File: config.mk
export PLATFORM = sky130hd
export DESIGN_NAME = ibex_microarchtrace_replay
export DESIGN_NICKNAME = d
export VERILOG_FILES = /design/src/rtl/ibex_microarchtrace_replay.sv
export SDC_FILE = /design/constraint.sdc
export NUM_CORES = 1
export LEC_CHECK = 0
export CORE_ASPECT_RATIO = 1.75
export CORE_MARGIN = 2
export CORE_UTILIZATION = 40
export DETAILED_ROUTE_END_ITERATION = 7
export PLACE_DENSITY_LB_ADDON = 0.25
export SKIP_CTS_REPAIR_TIMING = 1
export SLEW_MARGIN = 10
export SYNTH_ARGS = -nofsm -noshare
export SYNTH_HDL_FRONTEND = slang
export SYNTH_SLANG_ARGS = --single-unit
File: constraint.sdc
create_clock -name clk -period 2.3 [get_ports clk]
set_input_delay 0.345 -clock clk [delete_from_list [all_inputs] [get_ports clk]]
set_output_delay 0.345 -clock clk [all_outputs]
set_load 0.02 [all_outputs]
File: src/rtl/ibex_microarchtrace_replay.sv
// Replays captured per-cycle pipeline-event records as Ibex fetch and ID/EX handshake waveforms.
// A one-entry hold register feeds a gap counter that schedules each record's apply edge.
module ibex_microarchtrace_replay #(
  parameter int DELTA_W = 16
) (
  input  logic               clk,
  input  logic               rst_n,
  input  logic               ev_valid,
  output logic               ev_ready,
  input  logic [1:0]         ev_if_type,
  input  logic [1:0]         ev_idex_type,
  input  logic [DELTA_W-1:0] ev_delta,
  input  logic [31:0]        ev_if_pc,
  input  logic [31:0]        ev_if_insn,
  input  logic               ev_if_c,
  input  logic [15:0]        ev_if_c_insn,
  input  logic [31:0]        ev_idex_pc,
  output logic               fetch_ready,
  output logic               fetch_valid,
  output logic [31:0]        fetch_pc,
  output logic [31:0]        fetch_insn,
  output logic               fetch_c,
  output logic [15:0]        fetch_c_insn,
  output logic               idex_executing,
  output logic               idex_done,
  output logic [31:0]        idex_pc,
  output logic               busy,
  output logic               proto_err,
  output logic               underrun
);

  localparam logic [1:0] EV_NONE   = 2'd0;
  localparam logic [1:0] EV_SINGLE = 2'd1;
  localparam logic [1:0] EV_START  = 2'd2;
  localparam logic [1:0] EV_END    = 2'd3;

  typedef enum logic {F_IDLE, F_STALL} f_state_t;
  typedef enum logic {X_IDLE, X_MULT}  x_state_t;

  f_state_t           f_state_reg;
  x_state_t           x_state_reg;
  logic               hold_valid_reg;
  logic [1:0]         hold_if_type_reg;
  logic [1:0]         hold_idex_type_reg;
  logic [DELTA_W-1:0] hold_delta_reg;
  logic [31:0]        hold_if_pc_reg;
  logic [31:0]        hold_if_insn_reg;
  logic               hold_if_c_reg;
  logic [15:0]        hold_if_c_insn_reg;
  logic [31:0]        hold_idex_pc_reg;
  logic [DELTA_W-1:0] gap_reg;
  logic               apply;
  logic               f_err;
  logic               x_err;

  // Everything here depends only on registers, so ev_valid never reaches ev_ready.
  assign apply    = hold_valid_reg && (gap_reg >= hold_delta_reg);
  assign ev_ready = !hold_valid_reg || apply;
  assign busy     = hold_valid_reg || (f_state_reg == F_STALL) || (x_state_reg == X_MULT);

  assign f_err = apply &&
                 ((((hold_if_type_reg == EV_SINGLE) || (hold_if_type_reg == EV_START)) &&
                   (f_state_reg == F_STALL)) ||
                  ((hold_if_type_reg == EV_END) && (f_state_reg == F_IDLE)));
  assign x_err = apply &&
                 ((((hold_idex_type_reg == EV_SINGLE) || (hold_idex_type_reg == EV_START)) &&
                   (x_state_reg == X_MULT)) ||
                  ((hold_idex_type_reg == EV_END) && (x_state_reg == X_IDLE)));

  always_ff @(posedge clk) begin
    if (!rst_n) begin
      hold_valid_reg     <= 1'b0;
      hold_if_type_reg   <= EV_NONE;
      hold_idex_type_reg <= EV_NONE;
      hold_delta_reg     <= '0;
      hold_if_pc_reg     <= '0;
      hold_if_insn_reg   <= '0;
      hold_if_c_reg      <= 1'b0;
      hold_if_c_insn_reg <= '0;
      hold_idex_pc_reg   <= '0;
      gap_reg            <= '0;
      proto_err          <= 1'b0;
      underrun           <= 1'b0;
    end else begin
      if (ev_valid && ev_ready) begin
        hold_valid_reg     <= 1'b1;
        hold_if_type_reg   <= ev_if_type;
        hold_idex_type_reg <= ev_idex_type;
        hold_delta_reg     <= ev_delta;
        hold_if_pc_reg     <= ev_if_pc;
        hold_if_insn_reg   <= ev_if_insn;
        hold_if_c_reg      <= ev_if_c;
        hold_if_c_insn_reg <= ev_if_c_insn;
        hold_idex_pc_reg   <= ev_idex_pc;
      end else if (apply) begin
        hold_valid_reg <= 1'b0;
      end
      // A gap already past delta can only be seen on the first hold cycle: the record came late.
      if (apply) begin
        gap_reg <= '0;
        if (gap_reg > hold_delta_reg) underrun <= 1'b1;
      end else if (gap_reg != '1) begin
        gap_reg <= gap_reg + DELTA_W'(1);
      end
      if (f_err || x_err) proto_err <= 1'b1;
    end
  end

  always_ff @(posedge clk) begin
    if (!rst_n) begin
      f_state_reg  <= F_IDLE;
      fetch_ready  <= 1'b0;
      fetch_valid  <= 1'b0;
      fetch_pc     <= '0;
      fetch_insn   <= '0;
      fetch_c      <= 1'b0;
      fetch_c_insn <= '0;
    end else begin
      fetch_ready <= (f_state_reg == F_STALL);
      fetch_valid <= 1'b0;
      if (apply) begin
        case (hold_if_type_reg)
          EV_SINGLE, EV_END: begin
            fetch_ready  <= 1'b1;
            fetch_valid  <= 1'b1;
            fetch_pc     <= hold_if_pc_reg;
            fetch_insn   <= hold_if_insn_reg;
            fetch_c      <= hold_if_c_reg;
            fetch_c_insn <= hold_if_c_insn_reg;
            f_state_reg  <= F_IDLE;
          end
          EV_START: begin
            fetch_ready <= 1'b1;
            f_state_reg <= F_STALL;
          end
          default: ;
        endcase
      end
    end
  end

  // The PC is refreshed on MULT_START too, since executing is already high on that cycle.
  always_ff @(posedge clk) begin
    if (!rst_n) begin
      x_state_reg    <= X_IDLE;
      idex_executing <= 1'b0;
      idex_done      <= 1'b0;
      idex_pc        <= '0;
    end else begin
      idex_executing <= (x_state_reg == X_MULT);
      idex_done      <= 1'b0;
      if (apply) begin
        case (hold_idex_type_reg)
          EV_SINGLE, EV_END: begin
            idex_executing <= 1'b1;
            idex_done      <= 1'b1;
            idex_pc        <= hold_idex_pc_reg;
            x_state_reg    <= X_IDLE;
          end
          EV_START: begin
            idex_executing <= 1'b1;
            idex_pc        <= hold_idex_pc_reg;
            x_state_reg    <= X_MULT;
          end
          default: ;
        endcase
      end
    end
  end

endmodule

==> flow_summary.yaml <==
run_status:
  status: "finished with violations"
  violations: "setup timing"
clock_tree:
  ctsLongestPathBuffers: 3
  cts.sinks: 271
  root_buffer: "clkbuf_16"
  path_clk_slew_ns: 0.07
  cts_tree: "done"
  worstSkewPairLatency_ns: 0.54
  htree_num_levels: 1
  numCtsBuffers: 26
placement:
  gp_congestion: 0.794
  dpl-instance-area_um2: 14400
  dp_slack_ns: -0.289
  dp.final_hpwl_mm: 19.5
  numPortBuffers: 256
drt:
  wl_per_cell_um: 15.2
  drt-vias-per-instance: 4.71
  finalWirelength_mm: 27.6
  drt_iter0_markers: 249
  drc: 0
  antenna_left: 0
  via_count: 8528
  first_pass_iters: 4
global_route:
  grt_pass1_vias: 8440
  grt.total_usage_pct: 18.4
  grt_max_degree: 78
  grt_pass1_wl_mm: 42.2
  gr-total-overflow: 0
  antenna_found_initial: 1
final_layout:
  final_cell_area_um2: 15600
  finalNetCount: 1587
  num-fill-cells: 2389
  final_common_cell: "nand2_1"
  final_core_util_pct: 57.5
  final_layout_size_suffix_gt1_share_pct: 10.5
  mostFrequentLayoutCells: "391 x nand2_1, 263 x dfxtp_1, 254 x mux2i_1, 254 x clkdlybuf4s50_1, 47 x buf_4"
  syn_to_final_growth_pct: 41.9
  regArea_um2: 5440
  multiInputGateArea_um2: 5130
timing:
  final_hold_viol_count: 0
  rsz0062_at_grt: "yes"
  tightest_slew_ns: 0.533
  fin_crit_ns: 2.61
  fin_crit_sh_pct: 114
  setup_viol: 244
  max_freq_ghz: 0.383
  hold_slack_ns: 0.275
  fin_skew_ns: 0.00892
  slew_headroom_pct: 64.5
  timing.final.ws_setup_ns: -0.314
  drv_slew: 0
synthesis:
  yosysTopAreaCell: "dfxtp_1"
  synth_cell_types: 43
  synth-edff-count: 0
  synth.area.top_cells: "dfxtp_1 49%, mux2i_1 23%, nand2_1 13%"
  synth_top_area_share_pct: 49.4
  synth_area_um2: 11000
  yosysSeqAreaShare_pct: 49.4
  ys.flop_type: "dfxtp_1"
  synth-async-reset-ratio_pct: 0
  syn_inst: 1138
  syn_avg_cell_area_um2: 9.65
  synth_fp_nets: 1301
  ys_ff_latch: 271
  yosys_warnings: 0
critical_path:
  worst-path-buf-inv: 6
  crit_family: "buffers and inverters"
  cpMostUsedCell: "buf_12"
  crit_fanout: 11
  crit_arrival_ns: 3.07
  cp_slowest_cell: "dfxtp_1"
  start_kind: "flip-flop"
  crit_chain: "inv_1 > ha_1 > nand4_1 > or2_4 > a211oi_2 > nor4_4 > buf_4 > a31oi_4 > buf_6 > buf_12 > buf_12 > buf_12 > mux2i_1"
  crit_path_max_incr_delay_ns: 0.34
  required_ns: 2.75
  worstSetupPathType: "flip-flop to flip-flop"
  end_kind: "flip-flop"
pwr:
  p_total_mw: 10.9
  clkPwrFrac_pct: 40.3
  pwr_density_cell_nw_per_um2: 700
  seqPwrFrac_pct: 45.9
  intPower_mw: 8.38
  switching_share_pct: 23.3
  leakage_nw: 6.30
  vdd.ir_drop.worst_mv: 0.550
  power_switching_mw: 2.54
  combPwrFrac_pct: 13.8
floorplanning:
  die_y_um: 223
  pin_count: 257
  start_util_pct: 40.5
  dieArea_um2: 28900
  core_area_um2: 27100
  die_w_um: 129
  fp-row-count: 80
flow_run:
  drv_cap: 0
min_path:
  hold_class: "input port to flip-flop"
==> cell usage after synthesis, types with 2 or more instances <==
master,n
a211oi_1,4
inv_1,24
buf_8,7
nand3_1,9
nand4_1,9
and3_1,6
a22o_1,2
xnor2_1,2
xor2_1,8
nor2b_1,2
buf_6,3
ha_1,27
o21ai_0,4
a21oi_1,6
buf_4,15
dfxtp_1,271
mux2i_1,255
o211a_1,2
clkbuf_1,49
or3_1,2
buf_2,3
nor3b_1,15
nand2_1,391
a21boi_0,3
==> worst paths after layout <==
kind                           start                   end  slack (ns)  cells past startpoint
setup / recovery  hold_delta_reg[12]  hold_if_insn_reg[21]       -0.31                     13
hold / removal                 rst_n           fetch_pc[8]        0.28                      3
setup reg to reg  hold_delta_reg[12]  hold_if_insn_reg[21]       -0.31                     13
hold reg to reg   hold_delta_reg[14]    hold_delta_reg[14]        0.45                      2
==> cell type report <==
class | instances | share of cell area (%)
sequential | 271 | 34.9
multi-input combinational | 764 | 32.9
timing repair buffer | 337 | 23.0
clock buffer | 39 | 5.14
tap | 369 | 2.96
inverter | 24 | 0.578
clock inverter | 6 | 0.514
antenna | 1 | 0.0161
==> worst reg2reg max path: stages, from the launching register on <==
cell and delay (ns):
dfxtp_1 0.34, inv_1 0.05, ha_1 0.27, nand4_1 0.10, or2_4 0.28, a211oi_2 0.29
nor4_4 0.10, buf_4 0.18, a31oi_4 0.18, buf_6 0.12, buf_12 0.13, buf_12 0.14
buf_12 0.15, mux2i_1 0.20
==> metrics by stage <==
step / std cells / TNS (ns)
after floorplan: 1138 / 0
after global placement: 1748 / -45.73
after detailed placement: 1748 / -51.88
after CTS: 1793 / -57.66
after global routing: 1811 / -71.98
final: 1811 / -45.42
==> kinds of logic (layout without fill, tap and decap cells) <==
group | count (synthesis) | count (layout) | share of synthesized area, %
compound gates | 29 | 29 | 1.82
mux | 255 | 255 | 23.2
other cells | 0 | 1 | 0
fa+ha+maj | 27 | 27 | 3.07
buf+inv | 103 | 406 | 5.14
xor+xnor | 10 | 10 | 0.797
simple gates | 443 | 443 | 16.6
flops | 271 | 271 | 49.4
==> power groups by stage <==
stage | clock [mW] | combinational, mW | sequential, mW
2_1_floorplan | 0 | 0.790 | 5.10
3_3_place_gp | 0 | 1.34 | 5.10
3_5_place_dp | 0 | 1.36 | 5.11
4_1_cts | 4.53 | 1.37 | 5.01
5_1_grt | 4.69 | 1.63 | 5.03
6_report | 4.40 | 1.51 | 5.01
==> layer usage <==
layer / wire length [um] / vias up / global-route usage [%]
li1: - / 4323 / -
met2: 14800 / 178 / 34.9
met4: 1030 / 0 / 8.03
met1: 10600 / 3979 / 19.5
met3: 1120 / 48 / 2.95
met5: 0 / - / 0
Power figures use the tool's default switching activity.
